===== src/rtl/approx_pkg.sv =====
// approx_pkg: shared FSM state type and default speculative adder geometry
package approx_pkg;
  localparam int DEF_WIDTH = 16;
  localparam int DEF_BLK = 4;
  typedef enum logic [1:0] {IDLE, CALC, CORR, DONE} state_t;
endpackage


===== src/rtl/spec_add_ctrl_if.sv =====
// spec_add_ctrl_if: operand/result handshake bundle for the speculative adder
interface spec_add_ctrl_if
  import approx_pkg::*;
#(
  parameter int WIDTH = DEF_WIDTH,
  parameter int BLK = DEF_BLK
);
  localparam int NBLK = WIDTH / BLK;
  localparam int CW = $clog2(NBLK);
  logic in_valid;
  logic in_ready;
  logic [WIDTH-1:0] a;
  logic [WIDTH-1:0] b;
  logic mode;
  logic out_valid;
  logic out_ready;
  logic [WIDTH-1:0] sum;
  logic cout;
  logic err_flag;
  logic [CW-1:0] cycles;
  modport master (
    output in_valid, a, b, mode, out_ready,
    input in_ready, out_valid, sum, cout, err_flag, cycles
  );
  modport slave (
    input in_valid, a, b, mode, out_ready,
    output in_ready, out_valid, sum, cout, err_flag, cycles
  );
endinterface


===== src/rtl/spec_block_adder.sv =====
// spec_block_adder: BLK-bit ripple adder block with carry in and carry out
module spec_block_adder #(
  parameter int BLK = 4
) (
  input logic [BLK-1:0] a,
  input logic [BLK-1:0] b,
  input logic cin,
  output logic [BLK-1:0] sum,
  output logic cout
);
  assign {cout, sum} = {1'b0, a} + {1'b0, b} + {{BLK{1'b0}}, cin};
endmodule


===== src/rtl/spec_add_ctrl.sv =====
// spec_add_ctrl: block-speculative adder with optional serial carry correction
module spec_add_ctrl
  import approx_pkg::*;
#(
  parameter int WIDTH = DEF_WIDTH,
  parameter int BLK = DEF_BLK
) (
  input logic clk,
  input logic rst,
  spec_add_ctrl_if.slave bus
);
  localparam int NBLK = WIDTH / BLK;
  localparam int CW = $clog2(NBLK);
  state_t state;
  logic [WIDTH-1:0] ra, rb, s;
  logic rmode, in_ready_q, out_valid_q, err_q, found;
  logic [CW-1:0] cyc;
  logic [NBLK-1:0] cin, cin_n, spec_c, bc;
  logic [NBLK-2:0] p;
  logic [NBLK-1:1] m, m_n;
  genvar i;
  for (i = 0; i < NBLK; i++) begin : g_blk
    spec_block_adder #(.BLK(BLK)) u_add (
      .a(ra[i*BLK +: BLK]),
      .b(rb[i*BLK +: BLK]),
      .cin(cin[i]),
      .sum(s[i*BLK +: BLK]),
      .cout(bc[i])
    );
    if (i == 0) begin : g_b0
      assign spec_c[i] = 1'b0;
    end else begin : g_bn
      assign spec_c[i] = bus.a[i*BLK-1] & bus.b[i*BLK-1];
      assign p[i-1] = &(ra[(i-1)*BLK +: BLK] ^ rb[(i-1)*BLK +: BLK]);
      assign m[i] = cin[i] ^ bc[i-1];
      assign m_n[i] = cin_n[i] ^ (p[i-1] ? cin_n[i-1] : bc[i-1]);
    end
  end
  always_comb begin
    cin_n = cin;
    found = 1'b0;
    for (int k = 1; k < NBLK; k++) begin
      cin_n[k] = (m[k] && !found) ? bc[k-1] : cin[k];
      found = found | m[k];
    end
  end
  always_ff @(posedge clk) begin
    if (rst) begin
      state <= IDLE;
      ra <= '0;
      rb <= '0;
      rmode <= 1'b0;
      cin <= '0;
      err_q <= 1'b0;
      cyc <= '0;
      in_ready_q <= 1'b1;
      out_valid_q <= 1'b0;
    end else begin
      case (state)
        IDLE: if (bus.in_valid) begin
          ra <= bus.a;
          rb <= bus.b;
          rmode <= bus.mode;
          cin <= spec_c;
          in_ready_q <= 1'b0;
          state <= CALC;
        end
        CALC: begin
          err_q <= |m;
          cyc <= '0;
          state <= (!rmode || m == '0) ? DONE : CORR;
          out_valid_q <= !rmode || m == '0;
        end
        CORR: begin
          cin <= cin_n;
          cyc <= cyc + 1'b1;
          state <= (m_n == '0) ? DONE : CORR;
          out_valid_q <= m_n == '0;
        end
        DONE: if (bus.out_ready) begin
          state <= IDLE;
          out_valid_q <= 1'b0;
          in_ready_q <= 1'b1;
        end
      endcase
    end
  end
  assign bus.in_ready = in_ready_q;
  assign bus.out_valid = out_valid_q;
  assign bus.sum = s;
  assign bus.cout = bc[NBLK-1];
  assign bus.err_flag = err_q;
  assign bus.cycles = cyc;
endmodule


===== src/flat_wrapper.sv =====
// flat-port wrapper written by rule: the top's interface ports become plain ports
module spec_add_ctrl_flat import approx_pkg::*;
#(
  parameter int WIDTH = DEF_WIDTH,
  parameter int BLK = DEF_BLK
)
  (clk, rst, bus_in_valid, bus_a, bus_b, bus_mode, bus_out_ready, bus_in_ready, bus_out_valid, bus_sum, bus_cout, bus_err_flag, bus_cycles);
  spec_add_ctrl_if #(.WIDTH(WIDTH), .BLK(BLK)) bus_i ();
  input logic clk;
  input logic rst;
  input wire logic [$bits(bus_i.in_valid)-1:0] bus_in_valid;
  input wire logic [$bits(bus_i.a)-1:0] bus_a;
  input wire logic [$bits(bus_i.b)-1:0] bus_b;
  input wire logic [$bits(bus_i.mode)-1:0] bus_mode;
  input wire logic [$bits(bus_i.out_ready)-1:0] bus_out_ready;
  output wire logic [$bits(bus_i.in_ready)-1:0] bus_in_ready;
  output wire logic [$bits(bus_i.out_valid)-1:0] bus_out_valid;
  output wire logic [$bits(bus_i.sum)-1:0] bus_sum;
  output wire logic [$bits(bus_i.cout)-1:0] bus_cout;
  output wire logic [$bits(bus_i.err_flag)-1:0] bus_err_flag;
  output wire logic [$bits(bus_i.cycles)-1:0] bus_cycles;
  assign bus_i.in_valid = bus_in_valid;
  assign bus_i.a = bus_a;
  assign bus_i.b = bus_b;
  assign bus_i.mode = bus_mode;
  assign bus_i.out_ready = bus_out_ready;
  assign bus_in_ready = bus_i.in_ready;
  assign bus_out_valid = bus_i.out_valid;
  assign bus_sum = bus_i.sum;
  assign bus_cout = bus_i.cout;
  assign bus_err_flag = bus_i.err_flag;
  assign bus_cycles = bus_i.cycles;
  spec_add_ctrl #(.WIDTH(WIDTH), .BLK(BLK)) u_core (.clk(clk), .rst(rst), .bus(bus_i));
endmodule

===== config.mk =====
export PLATFORM = sky130hd
export DESIGN_NAME = spec_add_ctrl_flat
export DESIGN_NICKNAME = d
export VERILOG_FILES = /design/src/rtl/approx_pkg.sv /design/src/rtl/spec_add_ctrl_if.sv /design/src/rtl/spec_block_adder.sv /design/src/rtl/spec_add_ctrl.sv /design/src/flat_wrapper.sv
export SDC_FILE = /design/constraint.sdc
export NUM_CORES = 1
export LEC_CHECK = 0
export BUFFER_PORTS_ARGS = -buffer_cell sky130_fd_sc_hd__buf_2
export CAP_MARGIN = 20
export CELL_PAD_IN_SITES_DETAIL_PLACEMENT = 0
export CELL_PAD_IN_SITES_GLOBAL_PLACEMENT = 1
export CORE_UTILIZATION = 37
export CTS_BUF_LIST = sky130_fd_sc_hd__clkbuf_2 sky130_fd_sc_hd__clkbuf_4 sky130_fd_sc_hd__clkbuf_8
export DETAILED_ROUTE_END_ITERATION = 12
export PLACE_DENSITY_LB_ADDON = 0.1
export SLEW_MARGIN = 20
export SYNTH_ARGS = -nofsm -noshare
export SYNTH_HDL_FRONTEND = slang
export SYNTH_SLANG_ARGS = --single-unit

===== constraint.sdc =====
create_clock -name clk -period 2.7 [get_ports clk]
set_clock_uncertainty 0.05 [all_clocks]
set_input_delay 0.405 -clock clk [delete_from_list [all_inputs] [get_ports clk]]
set_output_delay 0.405 -clock clk [all_outputs]
set_load 0.02 [all_outputs]

==> results_tabular.tex <==
\begin{tabular}{lr}
\hline
Metric & Value \\
\hline
\multicolumn{2}{l}{\textbf{Outcome}} \\
Outcome & complete, but fails checks \\
Violations in the final reports & design-rule violations \\
\multicolumn{2}{l}{\textbf{Die}} \\
Initial cell density of the core & a little under 40\% \\
Height of the die & roughly 84 microns \\
Count of pins on the block boundary & 59 \\
Die footprint & between 7000 and 8000 sq um \\
Core Box Area & approximately 6400 sq um \\
Die outline width & 84.1 microns \\
Num rows & 29 \\
\multicolumn{2}{l}{\textbf{Logic synthesis}} \\
Sequential area share after synthesis & about a third \\
Combinational family with the most area after synthesis & simple AND/OR/NAND/NOR gates \\
Share of synthesized cell area in full adder, half adder and majority cells & $\sim$16\% \\
Post-Synthesis Cells & between 300 and 400 \\
Proportion of netlist area held by the largest area contributor & between 30\% and 40\% \\
Cell Area, Synth & 2490 sq um \\
Most area-hungry cell type in the Yosys netlist & sky130\_fd\_sc\_hd\_\_dfxtp\_1 \\
Post-Synth Simple-Gate Area & 19.2\% \\
Mux cell area share after synthesis & between 2 and 2.5\% \\
Yosys warning total & 0 \\
Net count after synthesis & roughly 370 \\
Compound-Gate Fraction of Synth Area & a little under a fifth \\
Xor and xnor fraction of the mapped netlist area & approximately 3.9\% \\
Largest cells by area after synthesis & sky130\_fd\_sc\_hd\_\_dfxtp\_1 (35\%), sky130\_fd\_sc\_hd\_\_nand2\_1 (11\%), sky130\_fd\_sc\_hd\_\_ha\_1 (11\%), sky130\_fd\_sc\_hd\_\_a21oi\_1 (8.8\%), sky130\_fd\_sc\_hd\_\_fa\_1 (5.6\%) \\
Post-synthesis sequential element count & 43 \\
Number of unique standard cell types used by synthesis & 42 \\
Synthesized area per cell & $\sim$8 sq um \\
\multicolumn{2}{l}{\textbf{Setup path}} \\
Maximum single-stage delay on the critical path & 0.46 ns \\
Cells along the critical path & inv\_1 > fa\_1 > fa\_1 > nand2b\_1 > a21oi\_2 > xnor2\_1 > o211ai\_1 > o211ai\_1 > o22ai\_1 \\
Startpoint type of the worst setup path & flip-flop \\
CP required & approximately 2.8 ns \\
CP Max Fanout & 3 \\
Worst endpoint data arrival time & $\sim$2.7 ns \\
Critical path endpoint category & flip-flop \\
Crit Path Category & reg -> reg \\
Critical Path Slowest Stage Cell & sky130\_fd\_sc\_hd\_\_fa\_1 \\
\multicolumn{2}{l}{\textbf{GRT}} \\
Antenna violations before repair & 0 \\
Global-route wire length before repair & about 10 mm \\
Grt ovf & 0 \\
Gr usage total & between 10\% and 20\% \\
Via count of the first global-routing pass & 2170 \\
Maximum number of pins on one net before global-route repair & 30 \\
\multicolumn{2}{l}{\textbf{Clocking}} \\
Number of buffers added for setup after CTS & 0 \\
Worst skew pair latency & 0.31 ns \\
TritonCTS clock tree & built \\
Clock transition time at the flip-flop clock pins of the worst setup and hold paths & roughly 0.09 ns \\
Clk buf depth & 2 \\
Quantity of hold-fixing buffers added after cts & 0 \\
Clock H-tree levels & 2 \\
Clock buffer count from CTS & 5 \\
Clock Sink Count & 43 \\
Buffer cell driving the clock tree root & sky130\_fd\_sc\_hd\_\_clkbuf\_8 \\
Count of instances resized after the clock tree is built & 0 \\
\multicolumn{2}{l}{\textbf{Layout}} \\
Share of cells above drive strength 1 & about a quarter \\
N\_diodes & 0 \\
Net total in the final layout & 430 \\
Most frequent cells in the layout & sky130\_fd\_sc\_hd\_\_nand2\_1 (71), sky130\_fd\_sc\_hd\_\_buf\_2 (58), sky130\_fd\_sc\_hd\_\_a21oi\_1 (44) \\
Most common cell after layout, fill and taps aside & sky130\_fd\_sc\_hd\_\_nand2\_1 \\
Area added between synthesis and finish & 20.9\% \\
\multicolumn{2}{l}{\textbf{Pwr}} \\
Sw Share & 43.8\% \\
Sequential cell fraction of total power & between 30\% and 40\% \\
Share of total power in the clock network & around 17\% \\
Peak supply drop & slightly below 400 uV \\
Leakage power & about 1.4 nW \\
Total net switching power & 0.00123 W \\
Pwr Density & a little over 900 nW/um\^{}2 \\
Cell-internal power & around 0.0016 W \\
Final Total Pwr & roughly 0.0028 W \\
Proportion of power drawn by combinational gates & 51.2\% \\
\multicolumn{2}{l}{\textbf{Placed design}} \\
Number of port buffers & 58 \\
Worst setup slack before clock tree synthesis & between 0.08 and 0.09 ns \\
HPWL after DPL & 4.36 mm \\
Final weighted congestion in routability-driven placement & $\sim$0.77 \\
\multicolumn{2}{l}{\textbf{Drt}} \\
Mean routed wirelength per cell & approximately 13 microns \\
Post-detailed-route DRC marker count & 2 \\
Number of iterations in the first detailed-routing pass & 8 \\
Starting DRC count in detailed routing & 102 \\
Number of nets with antenna violations after detailed routing & 0 \\
Overall via count from detail\_route & 2229 \\
Vias per std cell & 5.03 \\
Overall routed net length & roughly 6 mm \\
\multicolumn{2}{l}{\textbf{STA}} \\
Transition time at the pin with the least slew margin & 0.556 ns \\
Total negative slack for setup checks & 0 ns \\
Worst slew margin relative to its limit & $\sim$63\% \\
Number of failing hold endpoints at the final stage & 0 \\
Slew Limit Fails & 0 \\
Max Clk Rate & between 0.3 and 0.4 GHz \\
Setup violations, final & 0 \\
Crit path setup slack, layout & between 0.15 and 0.2 ns \\
Unrepaired setup endpoints after global routing & false \\
Final clock period utilization by the worst path & between 90\% and 100\% \\
Final worst path period need & 2.53 ns \\
\multicolumn{2}{l}{\textbf{Flow run}} \\
Count of maximum capacitance violations & 0 \\
\multicolumn{2}{l}{\textbf{Min path}} \\
Worst min-delay path category & in -> reg \\
\hline
\end{tabular}
[worst max-delay path, delay by kind of cell, from the launching register on]
| kind | cells | cell delay (ns) |
|---|---|---|
| adders and majority gates | 2 | 0.87 |
| AOI/OAI and AO/OA | 4 | 0.68 |
| DFF | 1 | 0.36 |
| and+or+nand+nor | 1 | 0.21 |
| xor gates and xnor gates | 1 | 0.18 |
| buffers and inverters | 1 | 0.07 |
[state kept, by name, indices dropped and copies added, names as in the netlist]
signal	count
u_core.cin	3
u_core.ra	16
u_core.bus.cycles	2
u_core.rb	16
u_core.bus.in_ready	1
u_core.bus.err_flag	1
u_core.rmode	1
u_core.bus.out_valid	1
u_core.state	2
[layout make-up]
cell class	instances	area, sq um
tap	77	96.3
clock buffer	8	104
multi-input combinational	229	1530
sequential	43	862
fill	660	3410
timing repair buffer	65	343
inverter	21	78.8
[power by group through the flow]
stage / Clock, W / Combinational [W] / Sequential [W]
floorplan: 0 / 0.00101 / 0.000904
global placement: 0 / 0.00143 / 0.000903
detailed placement: 0 / 0.00142 / 0.000905
CTS: 0.000500 / 0.00143 / 0.000890
global route: 0.000515 / 0.00161 / 0.000914
finish: 0.000480 / 0.00144 / 0.000890
[through the flow]
| step | instance area, sq um | utilization [%] | hold WS, ns | std cells |
|---|---|---|---|---|
| after floorplan | 2490 | - | 0.385 | 306 |
| after global placement | 2880 | 44.9 | 0.398 | 435 |
| after global routing | 3010 | 46.9 | 0.276 | 443 |
| final | 3010 | 46.9 | 0.278 | 443 |
| after detailed placement | 2880 | 44.9 | 0.399 | 435 |
| after CTS | 2990 | 46.5 | 0.273 | 443 |
[metal layers]
| layer | GRT usage (%) | up-vias | part of all wire (%) |
|---|---|---|---|
| li1 | - | 1147 | - |
| met1 | 22.4 | 1032 | 48 |
| met2 | 30.6 | 43 | 47 |
| met3 | 3.46 | 7 | 3.8 |
| met4 | 5.17 | 0 | 1.2 |
| met5 | 0 | - | 0 |
[path summary, 6_finish.rpt]
kind         slack [ns]           from  cells past startpoint              endpoint
max                0.17   u_core.ra[8]                      9  u_core.bus.out_valid
min                0.28       bus_b[1]                      3          u_core.rb[1]
max reg2reg        0.17   u_core.ra[8]                      9  u_core.bus.out_valid
min reg2reg        0.41  u_core.ra[12]                      2         u_core.ra[12]
[logic make-up after synthesis]
logic type               after synthesis
AND/OR/NAND/NOR                      108
AO/OA/AOI/OAI                         77
flip-flops                            43
buffers and inverters                 34
adder cells (fa/ha/maj)               28
XOR/XNOR                              11
multiplexers                           5
[Yosys cell counts (all sizes together)]
cell type  number
nand2          71
a21oi          46
dfxtp          43
ha             21
inv            21
clkbuf         13
nor2           12
a21o            9
fa              7
o21ai           7
xnor2           7
a211oi          4
mux2i           4
nand3           4
nand4           4
xor2            4
nand2b          3
o211ai          3
a311oi          2
a31oi           2
and2            2
and4            2
nor2b           2
nor3            2
or2             2
a22oi           1
a32o            1
and3            1
mux2            1
nand3b          1
nand4b          1
nor3b           1
o21bai          1
o22ai           1
(Power assumes the default switching activity.)
